File: config.mk
export PLATFORM = sky130hd
export DESIGN_NAME = bt656_video_encoder_flat
export DESIGN_NICKNAME = d
export VERILOG_FILES = /design/src/rtl/bt656_video_encoder_if.sv /design/src/rtl/bt656_video_encoder.sv /design/src/flat_wrapper.sv
export SDC_FILE = /design/constraint.sdc
export NUM_CORES = 1
export LEC_CHECK = 0
export BUFFER_PORTS_ARGS = -buffer_cell sky130_fd_sc_hd__buf_2
export CAP_MARGIN = 20
export CORE_ASPECT_RATIO = 1.5
export CORE_MARGIN = 5
export CORE_UTILIZATION = 56
export DETAILED_ROUTE_END_ITERATION = 12
export GPL_TIMING_DRIVEN = 0
export PLACE_DENSITY = 0.87
export SLEW_MARGIN = 10
export SYNTH_ARGS = -nofsm -noshare
export SYNTH_HDL_FRONTEND = slang
export SYNTH_SLANG_ARGS = --single-unit
File: constraint.sdc
create_clock -name clk -period 2.65 [get_ports clk]
set_input_delay 0 -clock clk [delete_from_list [all_inputs] [get_ports clk]]
set_output_delay 0 -clock clk [all_outputs]
set_load 0.05 [all_outputs]
File: src/rtl/bt656_video_encoder_if.sv
// Pixel-stream side of the BT.656 encoder: YCbCr 4:2:2 pixels {Y, C} with a
// start-of-frame marker, offered by the pixel pipeline to the encoder.
interface bt656_video_encoder_if;
  // A pixel transfers on a clock edge where in_valid && in_ready are both high.
  // The source holds in_data/in_startofpacket while in_valid is high and the
  // pixel has not transferred. in_ready may depend on in_valid/in_startofpacket.
  logic [15:0] in_data;
  logic        in_startofpacket;
  logic        in_valid;
  logic        in_ready;

  modport master (output in_data, output in_startofpacket, output in_valid, input in_ready);
  modport slave  (input in_data, input in_startofpacket, input in_valid, output in_ready);
endinterface

File: src/rtl/bt656_video_encoder.sv
// ITU-R BT.656 transmitter: serialises 4:2:2 pixels into one byte per clock
// with EAV/SAV timing codes, active-low HS/VS strobes and a toggling F bit.
module bt656_video_encoder #(
  parameter int H_ACTIVE      = 720,
  parameter int H_BLANK_BYTES = 268,
  parameter int V_TOTAL       = 262,
  parameter int V_ACTIVE      = 240,
  parameter int V_SYNC        = 3
) (
  input  logic                 clk,
  input  logic                 reset,
  bt656_video_encoder_if.slave pix,
  output logic [7:0]           td_data,
  output logic                 td_hs,
  output logic                 td_vs,
  output logic                 field,
  output logic                 underflow,
  output logic                 synced
);
  localparam int LB           = 2 * H_ACTIVE + H_BLANK_BYTES + 8;
  localparam int SAV_BC       = H_BLANK_BYTES + 4;
  localparam int ACT_BC       = H_BLANK_BYTES + 8;
  localparam int VBLANK_LINES = V_TOTAL - V_ACTIVE;
  localparam int BC_W         = $clog2(LB);
  localparam int LN_W         = $clog2(V_TOTAL);

  typedef enum logic {ST_HUNT, ST_LOCKED} sync_state_e;

  sync_state_e     state_q;
  logic [BC_W-1:0] bc_q, bc_d, act_off;
  logic [LN_W-1:0] ln_q, ln_d;
  logic            f_q, f_d;
  logic [7:0]      y_q, y_d, data_d, xy;
  logic            hs_d, vs_d, uf_d;
  logic            v_bit, h_bit, in_code, c_slot, y_slot, frame_first, pix_sop, emit;
  logic [1:0]      code_idx, code_off;

  assign synced = (state_q == ST_LOCKED);

  always_comb begin
    v_bit       = (ln_q < LN_W'(VBLANK_LINES));
    h_bit       = (bc_q < BC_W'(4));
    in_code     = h_bit || (bc_q >= BC_W'(SAV_BC) && bc_q < BC_W'(ACT_BC));
    code_off    = 2'(bc_q - BC_W'(SAV_BC));
    code_idx    = h_bit ? bc_q[1:0] : code_off;
    xy          = {1'b1, f_q, v_bit, h_bit, v_bit ^ h_bit, f_q ^ h_bit, f_q ^ v_bit, f_q ^ v_bit ^ h_bit};
    act_off     = bc_q - BC_W'(ACT_BC);
    c_slot      = !v_bit && (bc_q >= BC_W'(ACT_BC)) && !act_off[0];
    y_slot      = !v_bit && (bc_q >= BC_W'(ACT_BC)) && act_off[0];
    frame_first = c_slot && (ln_q == LN_W'(VBLANK_LINES)) && (act_off == '0);
    pix_sop     = pix.in_valid && pix.in_startofpacket;

    // A held SOP pixel is refused everywhere except the frame-first slot.
    pix.in_ready = 1'b0;
    if (c_slot) pix.in_ready = (synced && frame_first) ? pix.in_valid : !pix_sop;
    emit = c_slot && synced && pix.in_valid &&
           (frame_first ? pix.in_startofpacket : !pix.in_startofpacket);

    bc_d = bc_q + 1'b1;
    ln_d = ln_q;
    f_d  = f_q;
    if (bc_q == BC_W'(LB - 1)) begin
      bc_d = '0;
      if (ln_q == LN_W'(V_TOTAL - 1)) begin
        ln_d = '0;
        f_d  = !f_q;
      end else begin
        ln_d = ln_q + 1'b1;
      end
    end

    y_d  = y_q;
    uf_d = 1'b0;
    if (in_code) begin
      data_d = (code_idx == 2'd0) ? 8'hFF : (code_idx == 2'd3) ? xy : 8'h00;
    end else if (c_slot) begin
      data_d = emit ? pix.in_data[7:0] : 8'h80;
      y_d    = emit ? pix.in_data[15:8] : 8'h10;
      uf_d   = synced && !pix.in_valid;
    end else if (y_slot) begin
      data_d = y_q;
    end else begin
      // Blanking regions start on even byte counts, so bc parity picks 80/10.
      data_d = bc_q[0] ? 8'h10 : 8'h80;
    end
    hs_d = (bc_q >= BC_W'(ACT_BC));
    vs_d = !(ln_q < LN_W'(V_SYNC));
  end

  always_ff @(posedge clk or posedge reset) begin
    if (reset) begin
      state_q   <= ST_HUNT;
      bc_q      <= '0;
      ln_q      <= '0;
      f_q       <= 1'b0;
      y_q       <= 8'h10;
      td_data   <= 8'h00;
      td_hs     <= 1'b1;
      td_vs     <= 1'b1;
      field     <= 1'b0;
      underflow <= 1'b0;
    end else begin
      if (state_q == ST_HUNT) begin
        if (c_slot && pix_sop) state_q <= ST_LOCKED;
      end else if (frame_first && pix.in_valid && !pix.in_startofpacket) begin
        state_q <= ST_HUNT;
      end
      bc_q      <= bc_d;
      ln_q      <= ln_d;
      f_q       <= f_d;
      y_q       <= y_d;
      td_data   <= data_d;
      td_hs     <= hs_d;
      td_vs     <= vs_d;
      field     <= f_q;
      underflow <= uf_d;
    end
  end
endmodule

File: src/flat_wrapper.sv
// flat-port wrapper written by rule: the top's interface ports become plain ports
module bt656_video_encoder_flat 
#(
  parameter int H_ACTIVE      = 720,
  parameter int H_BLANK_BYTES = 268,
  parameter int V_TOTAL       = 262,
  parameter int V_ACTIVE      = 240,
  parameter int V_SYNC        = 3
)
  (clk, reset, td_data, td_hs, td_vs, field, underflow, synced, pix_in_data, pix_in_startofpacket, pix_in_valid, pix_in_ready);
  bt656_video_encoder_if pix_i ();
  input  logic clk;
  input  logic reset;
  output logic [7:0] td_data;
  output logic td_hs;
  output logic td_vs;
  output logic field;
  output logic underflow;
  output logic synced;
  input wire logic [$bits(pix_i.in_data)-1:0] pix_in_data;
  input wire logic [$bits(pix_i.in_startofpacket)-1:0] pix_in_startofpacket;
  input wire logic [$bits(pix_i.in_valid)-1:0] pix_in_valid;
  output wire logic [$bits(pix_i.in_ready)-1:0] pix_in_ready;
  assign pix_i.in_data = pix_in_data;
  assign pix_i.in_startofpacket = pix_in_startofpacket;
  assign pix_i.in_valid = pix_in_valid;
  assign pix_in_ready = pix_i.in_ready;
  bt656_video_encoder #(.H_ACTIVE(H_ACTIVE), .H_BLANK_BYTES(H_BLANK_BYTES), .V_TOTAL(V_TOTAL), .V_ACTIVE(V_ACTIVE), .V_SYNC(V_SYNC)) u_core (.clk(clk), .reset(reset), .pix(pix_i), .td_data(td_data), .td_hs(td_hs), .td_vs(td_vs), .field(field), .underflow(underflow), .synced(synced));
endmodule
* Word-level counts from Yosys, hierarchy flattened
Cells that the tools add are included.
** Word-level totals
- Bits in registers :: 42
- Logic and storage cells :: 75
** Cells by class
- Reductions and logical operators :: 27
- Multiplexer cells :: 19
- Bitwise gates (word level) :: 5
- Add/subtract/negate cells :: 4
- Equal/unequal tests :: 4
- Order comparisons :: 6
** Operators by type and width (count)
- two-way mux 8 bit :: 8
- >= comparator 11 x 9 -> 1 bit, second input constant :: 2
- logical AND 1 bit :: 15
- adder 11 x 1 -> 11 bit, second input constant :: 1
- == test 11 bit, second input constant :: 1
- zero test 11 bit :: 1
- < comparator 11 x 3 -> 1 bit, second input constant :: 1
- < comparator 11 x 9 -> 1 bit, second input constant :: 1
- two-way mux 11 bit :: 1
- subtractor 11 x 9 -> 11 bit, second input constant :: 1
- adder 9 x 1 -> 9 bit, second input constant :: 1
- == test 9 x 5 -> 1 bit, second input constant :: 1
- == test 9 bit, second input constant :: 1
- < comparator 9 x 2 -> 1 bit, second input constant :: 1
- < comparator 9 x 5 -> 1 bit, second input constant :: 1
- two-way mux 9 bit :: 1
- two-way mux 1 bit :: 8
- zero test 1 bit :: 7
- AND reduction 2 bit :: 2
- XOR 1 bit :: 4
- == test 2 bit, second input constant :: 1
- zero test 2 bit :: 1
- two-way mux 2 bit :: 1
- subtractor 2 x 1 -> 2 bit, second input constant :: 1
- 2 further kinds :: 2

* Logic depth before layout (Yosys ltp)
Gate-level depths: netlist of run 1.
- Depth after elaboration :: 11
- Mapped depth :: 10
- Gate-level depth less buffers :: 8

* Worst setup path before layout of run 1
No wires, ideal clock.
- Path type :: reg2out
- From :: register u_core.bc_q[0]
- To :: output port pix_in_ready
- Stages on the path, launching flop included :: 10
- Data required time :: 2.650 ns
- Data arrival time :: 2.125 ns
- Path buffers :: 1
- Setup slack :: 0.525 ns
- Cell sequence :: dfrtp_1 clkbuf_1 inv_2 ha_1 nand4bb_1 nor3_1 o2111a_2 nand3_1 mux2i_1 nor2_1
** Between the ends
- Cells in the longest elaborated chain, start to end :: 8
** RTL lines
- start, declared :: RTL line bt656_video_encoder.sv:30 : logic [BC_W-1:0] bc_q, bc_d, act_off;
- start signal, assigned :: RTL line bt656_video_encoder.sv:93 : bc_q <= '0;
- start signal, assigned :: RTL line bt656_video_encoder.sv:108 : bc_q <= bc_d;
- parallel branches: the longest is 7 deep, another holds subtractor 11 x 9 -> 11 bit
- two-way mux 1 bit (*) :: RTL line bt656_video_encoder.sv:55 : if (c_slot) pix.in_ready = (synced && frame_first) ? pix.in_valid : !pix_sop;
- end, declared :: RTL line flat_wrapper.sv:23 : output wire logic [$bits(pix_i.in_ready)-1:0] pix_in_ready;
Mark *: on every way between the ends.

* Worst setup path after layout of run 1
Ends and elaborated chain as after synthesis.

==> results of run 1 <==
-- sequential cells by signal, summed over array words and instances, names as in the netlist --
signal	count
u_core.bc_q	11
u_core.f_q	1
u_core.field	1
u_core.ln_q	9
u_core.synced	1
u_core.td_data	8
u_core.td_hs	1
u_core.td_vs	1
u_core.underflow	1
u_core.y_q	8
-- worst max path at each step --
stage	cells after the start	to	slack [ns]	startpoint
4_1_cts	10	pix_in_ready	0.30	u_core.bc_q[0]$_DFF_PP0_
2_1_floorplan	9	pix_in_ready	0.52	u_core.bc_q[0]$_DFF_PP0_
3_3_place_gp	10	u_core.y_q[2]$_DFFE_PP0P_	0.42	u_core.bc_q[0]$_DFF_PP0_
5_1_grt	10	pix_in_ready	0.10	u_core.bc_q[0]$_DFF_PP0_
3_5_place_dp	10	u_core.y_q[7]$_DFFE_PP0P_	0.34	u_core.bc_q[0]$_DFF_PP0_
6_report	10	pix_in_ready	0.26	u_core.bc_q[0]$_DFF_PP0_
-- cells in the final DEF, fill, tap and decap left out, types with 3 or more instances in the layout --
cell type      instances
nor2_1                23
nand4_1               12
nand2b_1               3
a32o_1                 7
clkbuf_1               5
buf_2                 39
xnor2_1               12
xor2_1                 7
dfstp_2                3
inv_1                 13
dlygate4sd3_1         16
ha_1                   5
o22ai_1                4
o21ai_1                7
a21oi_1               19
nand3_1               10
dfrtp_1               39
o21ai_0                3
inv_2                  3
nand2_1               13
clkbuf_8               6
-- layer usage --
| metal | GRT usage | up-vias | share of wire |
|---|---|---|---|
| li1 | - | 942 | - |
| met3 | 0.04867 | 21 | 0.045 |
| met2 | 0.4019 | 70 | 0.55 |
| met4 | 0.1236 | 0 | 0.036 |
| met5 | 0 | - | 0 |
| met1 | 0.2521 | 964 | 0.37 |
-- metrics by stage --
stage,setup WS (ns),util
6_report,0.2637,0.7004
5_1_grt,0.1031,0.7004
3_5_place_dp,0.3424,0.6369
3_3_place_gp,0.4156,0.6318
2_1_floorplan,0.5248,-
4_1_cts,0.3022,0.7004
-- what timing repair did --
item / CTS / global route
hold buffers: 16 / 0
gates resized for setup: 0 / 0
hold endpoints to repair: 31 / 0
buffers inserted: 0 / 0
-- critical path: cells and delay by family, from the launching register on --
family,cells,cell delay (ns)
multiplexers,1,0.15
buffers and inverters,3,0.60
adder cells (fa/ha/maj),1,0.18
AO/OA/AOI/OAI,1,0.29
flip-flops,1,0.39
AND/OR/NAND/NOR,4,0.48
-- where the power goes --
group	switching, mW	internal (mW)
Clock	0.215	0.210
Combinational	0.0288	0.0336
Sequential	0	0.641
-- logic make-up (layout without fill, tap and decap cells) --
logic type               Yosys count  after routing  synth area share
buffers and inverters             29             87           0.05434
XOR/XNOR                          19             19           0.07300
adder cells (fa/ha/maj)            5              5           0.02744
AO/OA/AOI/OAI                     54             54            0.1636
multiplexers                       2              2          0.008782
flip-flops                        42             42            0.4627
AND/OR/NAND/NOR                   82             82            0.2102
-- cell type report --
type / count / area share
buffer: 13 / 0.02301
multi-input combinational: 162 / 0.3971
inverter: 16 / 0.02166
timing repair buffer: 50 / 0.1245
tap: 45 / 0.02031
clock buffer: 7 / 0.03114
sequential: 42 / 0.3804
clock inverter: 1 / 0.001805
==> results by group, run 1 <==
Global route
  • Initial antenna violation count: 0
  • All-Layer GR Usage: 0.2314
  • Pin count of the biggest net entering global routing: 26
  • Vias in the first global route: 2161
  • First-pass GRT wire length: 9446 um
  • GRT overflow: 0

Floorplan
  • Die height: 88.15 um
  • Die X: 62.10 um
  • Core area: 0.003959 sq mm
  • Initial core utilization: 0.5759
  • # rows: 28
  • Die area: 0.005473 sq mm
  • # IOs: 34

Setup path
  • FF-to-FF End: u_core.y_q[1]$_DFFE_PP0P_
  • Critical path class: reg -> out
  • CP endpoint kind: primary output
  • CP Max Fanout: 8
  • Reg-to-reg slack, setup: 0.30 ns
  • CP peak stage delay: 0.39 ns
  • Critical Path RT: 2.65 ns
  • Crit start category: register
  • CP cell instances: clkbuf_1, inv_2, ha_1, nand4bb_1, nor3_1, o2111a_2, nand3_1, mux2i_1, nor2_1, buf_2
  • Arrival @ worst endpoint: 2.39 ns
  • R2r worst-path depth: 10
  • FF-to-FF Start: u_core.bc_q[0]$_DFF_PP0_
  • Slowest CP cell: dfrtp_1

Synthesis
  • Dominant cells by area after synthesis: dfrtp_1 (43%), xnor2_1 (4.6%), a21oi_1 (4.2%), nor2_1 (3.8%), dfstp_2 (3.5%)
  • Post-Syn Nets: 258
  • Mapped cell area: 0.002280 sq mm
  • Distinct cells, synth: 49
  • Post-synth top flop: dfrtp_1
  • Post-synth top cells: dfrtp_1 (39), nor2_1 (23), a21oi_1 (19)
  • Synth Register Bits: 42
  • Count leader, synth: dfrtp_1
  • Yosys warning count: 0
  • Cell taking the most area after synthesis: dfrtp_1
  • Top cell type's share of synthesized area: 0.4281
  • Register area share after synthesis: 0.4627
  • Async SR Flop Fraction: 1.000
  • Cell count after synthesis: 233
  • Mean Syn Cell Area: 9.784 sq um
  • Post-synth EDFFs: 0

Layout
  • Design area: 0.002773 sq mm
  • N_diodes: 0
  • Fill count: 277
  • Storage cell area: 0.001055 sq mm
  • Multi-input logic area: 0.001101 sq mm
  • Layout cell share with drive strength beyond 1: 0.2268
  • Synth-to-Final Area Change: 21.62%
  • Final #Nets: 315
  • Post-Layout Cell Count: 336

Timing
  • Hold Worst Slack: 0.04319 ns
  • Worst Skew: 0.01027 ns
  • FMAX: 0.4191 GHz
  • Final setup fails: 0
  • Final Hold Viols: 0
  • Min Tclk post-route: 2.386 ns
  • Max Slew Vio Count: 0
  • Pin slew with the least headroom to its limit: 0.8843 ns
  • Part of the cycle the worst path needs: 0.9005
  • Final setup TNS: 0 ns
  • Unrepaired setup endpoints after global routing: no
  • Relative slew slack: 0.4056

Detailed routing
  • Post-DRT Antenna Nets: 0
  • WL/cell: 16.55 um
  • # DRC: 0
  • Vias: 1997
  • First-pass iteration count of the detailed router: 4
  • Post-Route WL: 5562 um
  • Via/cell ratio: 5.943
  • Initial drt markers: 62

Place
  • Port bufs: 33
  • Dpl cells: 312
  • Dpl cell area: 0.002521 sq mm
  • Final HPWL DP: 3842 um
  • Gpl congestion: 0.8850

Pwr
  • Leak pwr: 1.271 nW
  • Final total power: 1.128 mW
  • Pwr dens: 406.7 mW/mm^2
  • Peak supply drop: 375.3 uV

Clocking
  • Worst skew pair latency: 0.30 ns
  • Sink Count: 42
  • CTS tree: done
  • H-tree levels: 2
  • Clk pin slew, worst setup/hold paths: 0.08 ns
  • CTS Buf Count: 5
  • Clock Tree Buf Depth: 2
  • CTS Root Buffer Type: clkbuf_8

Run status
  • Status: finished, final reports clean

Min path
  • Hold EP: u_core.synced$_DFF_PP0_
  • Hold Path Depth: 3
  • Min-delay src: pix_in_startofpacket
  • Min-delay worst type: in -> reg

Flow run
  • Maxcap violations: 0
Power figures use the tool's default switching activity.
==> inputs of run 2 (changes only) <==
--- a/config.mk
+++ b/config.mk
@@ -9,10 +9,11 @@
 export CAP_MARGIN = 20
 export CORE_ASPECT_RATIO = 1.5
 export CORE_MARGIN = 5
-export CORE_UTILIZATION = 56
+export CORE_UTILIZATION = 40
 export DETAILED_ROUTE_END_ITERATION = 12
 export GPL_TIMING_DRIVEN = 0
-export PLACE_DENSITY = 0.87
+export PLACE_DENSITY = 0.67
+export RECOVER_POWER = 50
 export SLEW_MARGIN = 10
 export SYNTH_ARGS = -nofsm -noshare
 export SYNTH_HDL_FRONTEND = slang
==> run 2 against run 1 <==
Clock skew increased by 0.0022 ns; via count decreased by 4.0%; combinational power decreased by 8.8%; first-iteration DRC count increased by 39%; flip-flop and latch count unchanged.
==> results by group, run 2 (synthesized netlist as in run 1, its figures left out) <==
Pwr
  • Clock power frac: 0.385 (+0.008)
  • Psw: 0.2718 mW (+12%)
  • Reg power frac: 0.565 (-0.003)
  • Leak pwr: 1.238 nW (-2.7%)
  • Internal power: 0.8616 mW (-2.6%)
  • Combinational Power Share: 0.050 (-0.005)
  • Sw frac: 0.2398 (+0.02404)
  • Peak supply drop: 290.4 uV (-23%)
  • Pwr dens: 407.3 mW/mm^2 (+0.14%)

Setup path
  • Arrival @ worst endpoint: 2.33 ns (-0.06 ns)
  • CP Max Fanout: 8 (unchanged)
  • Critical path class: reg -> out
  • CP peak stage delay: 0.39 ns (about the same)
  • Reg-to-reg slack, setup: 0.34 ns (+0.04 ns)
  • CP endpoint kind: primary output
  • FF-to-FF Start: u_core.bc_q[0]$_DFF_PP0_
  • CP Launch Point: u_core.bc_q[0]$_DFF_PP0_
  • CP cell instances: clkbuf_1, inv_2, ha_1, nand4bb_1, nor3_1, o2111a_2, nand3_1, mux2i_1, nor2_1, buf_2
  • Slowest CP cell: dfrtp_1
  • Crit start category: register
  • Critical Path RT: 2.65 ns (about the same)

Layout
  • Commonest non-fill, non-tap cell in the layout: dfrtp_1
  • Synth-to-Final Area Change: 22.06%
  • Biggest registers after layout: u_core.bc_q (11), u_core.ln_q (9)
  • Most frequent cells in the layout: dfrtp_1 (39), buf_2 (33), nor2_1 (23), a21oi_1 (19), dlygate4sd3_1 (16)
  • Layout cell share with drive strength beyond 1: 0.2027 (-0.02405)
  • Max reg flops: 11 (unchanged)
  • Largest Register: u_core.bc_q
  • Storage cell area: 0.001055 sq mm (unchanged)
  • Fill count: 504 (+82%)
  • N_diodes: 0 (unchanged)
  • Multi-input logic area: 0.001101 sq mm (unchanged)
  • Final #Nets: 315 (unchanged)

Detailed routing
  • Initial drt markers: 86 (+39%)
  • Vias: 1918 (-4.0%)
  • WL/cell: 14.36 um (-13%)
  • Post-DRT Antenna Nets: 0 (unchanged)
  • Via/cell ratio: 5.313 (-11%)
  • First-pass iteration count of the detailed router: 4 (unchanged)
  • Post-Route WL: 5185 um (-6.8%)
  • # DRC: 0 (unchanged)

Clocking
  • H-tree levels: 2 (unchanged)
  • Worst skew pair latency: 0.30 ns (about the same)
  • CTS Root Buffer Type: clkbuf_8
  • CTS tree: done
  • Clock Tree Buf Depth: 2 (unchanged)
  • Sink Count: 42 (unchanged)
  • CTS Buf Count: 5 (unchanged)
  • Post-CTS setup buffers: 0 (unchanged)
  • Clk pin slew, worst setup/hold paths: 0.09 ns (about the same)

Run status
  • Status: finished, final reports clean

Timing
  • Hold Worst Slack: 0.02473 ns (-0.01847 ns)
  • Max Slew Vio Count: 0 (unchanged)
  • Pin slew with the least headroom to its limit: 1.403 ns (+0.5182 ns)
  • Min Tclk post-route: 2.334 ns (-0.05249 ns)
  • Final Hold Viols: 0 (unchanged)
  • FMAX: 0.4285 GHz (+2.2%)
  • Worst Skew: 0.01244 ns (+0.002175 ns)
  • Part of the cycle the worst path needs: 0.8807 (-0.01981)
  • Relative slew slack: 0.06500 (-0.3406)
  • Unrepaired setup endpoints after global routing: no
  • Final setup fails: 0 (unchanged)
  • Final setup TNS: 0 ns (unchanged)

Floorplan
  • # IOs: 34 (unchanged)
  • # rows: 33 (+18%)
  • Die area: 0.007340 sq mm (+34%)
  • Die X: 71.64 um (+15%)
  • Core area: 0.005492 sq mm (+39%)
  • Initial core utilization: 0.4151 (-0.1607)
  • Die height: 102.5 um (+16%)

Global route
  • GRT overflow: 0 (unchanged)
  • First-pass GRT wire length: 9039 um (-4.3%)
  • Initial antenna violation count: 0 (unchanged)
  • All-Layer GR Usage: 0.1559 (-0.07549)
  • Pin count of the biggest net entering global routing: 28 (+7.7%)
  • Vias in the first global route: 1966 (-9.0%)

Min path
  • Min-delay src: pix_in_startofpacket
  • Min-delay worst type: in -> reg

Place
  • Gpl congestion: 0.8172 (-7.7%)
  • Port bufs: 33 (unchanged)
  • Final HPWL DP: 3895 um (+1.4%)

Flow run
  • Maxcap violations: 0 (unchanged)
[run 2: layout make-up]
cell class              instances  share of cell area
well taps                      70             0.03147
clock inverters                 3            0.008993
repair buffers                 50              0.1156
clock buffers                   5             0.02473
inverters                      16             0.02158
flip-flops and latches         42              0.3790
multi-input cells             162              0.3957
plain buffers                  13             0.02293
[run 2: power by group through the flow]
| stage | sequential [mW] | clock [mW] | combinational, mW |
|---|---|---|---|
| global placement | 0.653 | 0 | 0.0380 |
| CTS | 0.641 | 0.445 | 0.0601 |
| floorplan | 0.653 | 0 | 0.0188 |
| finish | 0.641 | 0.436 | 0.0568 |
| global route | 0.641 | 0.472 | 0.0637 |
| detailed placement | 0.653 | 0 | 0.0425 |
[run 2: path summary, 6_finish.rpt]
check,endpoint,depth (start not counted)
min reg2reg,u_core.field$_DFF_PP0_,0
min,u_core.synced$_DFF_PP0_,3
max in group asynchronous,u_core.bc_q[4]$_DFF_PP0_,4
min in group asynchronous,u_core.field$_DFF_PP0_,3
max reg2reg,u_core.y_q[2]$_DFFE_PP0P_,10
max,pix_in_ready,10
[run 2: worst max-delay path, delay by kind of cell, from the launching register on]
family	cells	cell delay, ns
AO/OA/AOI/OAI	1	0.30
adder cells (fa/ha/maj)	1	0.19
buffers and inverters	3	0.59
multiplexers	1	0.13
flip-flops	1	0.39
AND/OR/NAND/NOR	4	0.44
[run 2: routing by layer]
layer	routed length, um	track usage
met1	1994	0.1688
met2	2926	0.2953
met3	195	0.02953
met4	69	0.05933
met5	0	0
[run 2: per-stage QoR]
| stage | instance area, sq um | worst slack, ns | utilization | power [mW] | instances |
|---|---|---|---|---|---|
| 2_1_floorplan | 2280 | 0.5248 | - | 0.6719 | 233 |
| 3_3_place_gp | 2532 | 0.3802 | 0.4612 | 0.6911 | 336 |
| 3_5_place_dp | 2552 | 0.3331 | 0.4648 | 0.6956 | 337 |
| 4_1_cts | 2806 | 0.2910 | 0.5111 | 1.146 | 361 |
| 5_1_grt | 2783 | 0.09632 | 0.5067 | 1.176 | 361 |
| 6_report | 2783 | 0.3162 | 0.5067 | 1.133 | 361 |
[run 2: what timing repair did]
| item | 4_1_cts | 5_1_grt |
|---|---|---|
| hold buffers | 16 | 0 |
| resized for setup | 0 | 0 |
| endpoints found under the hold margin | 54 | 0 |
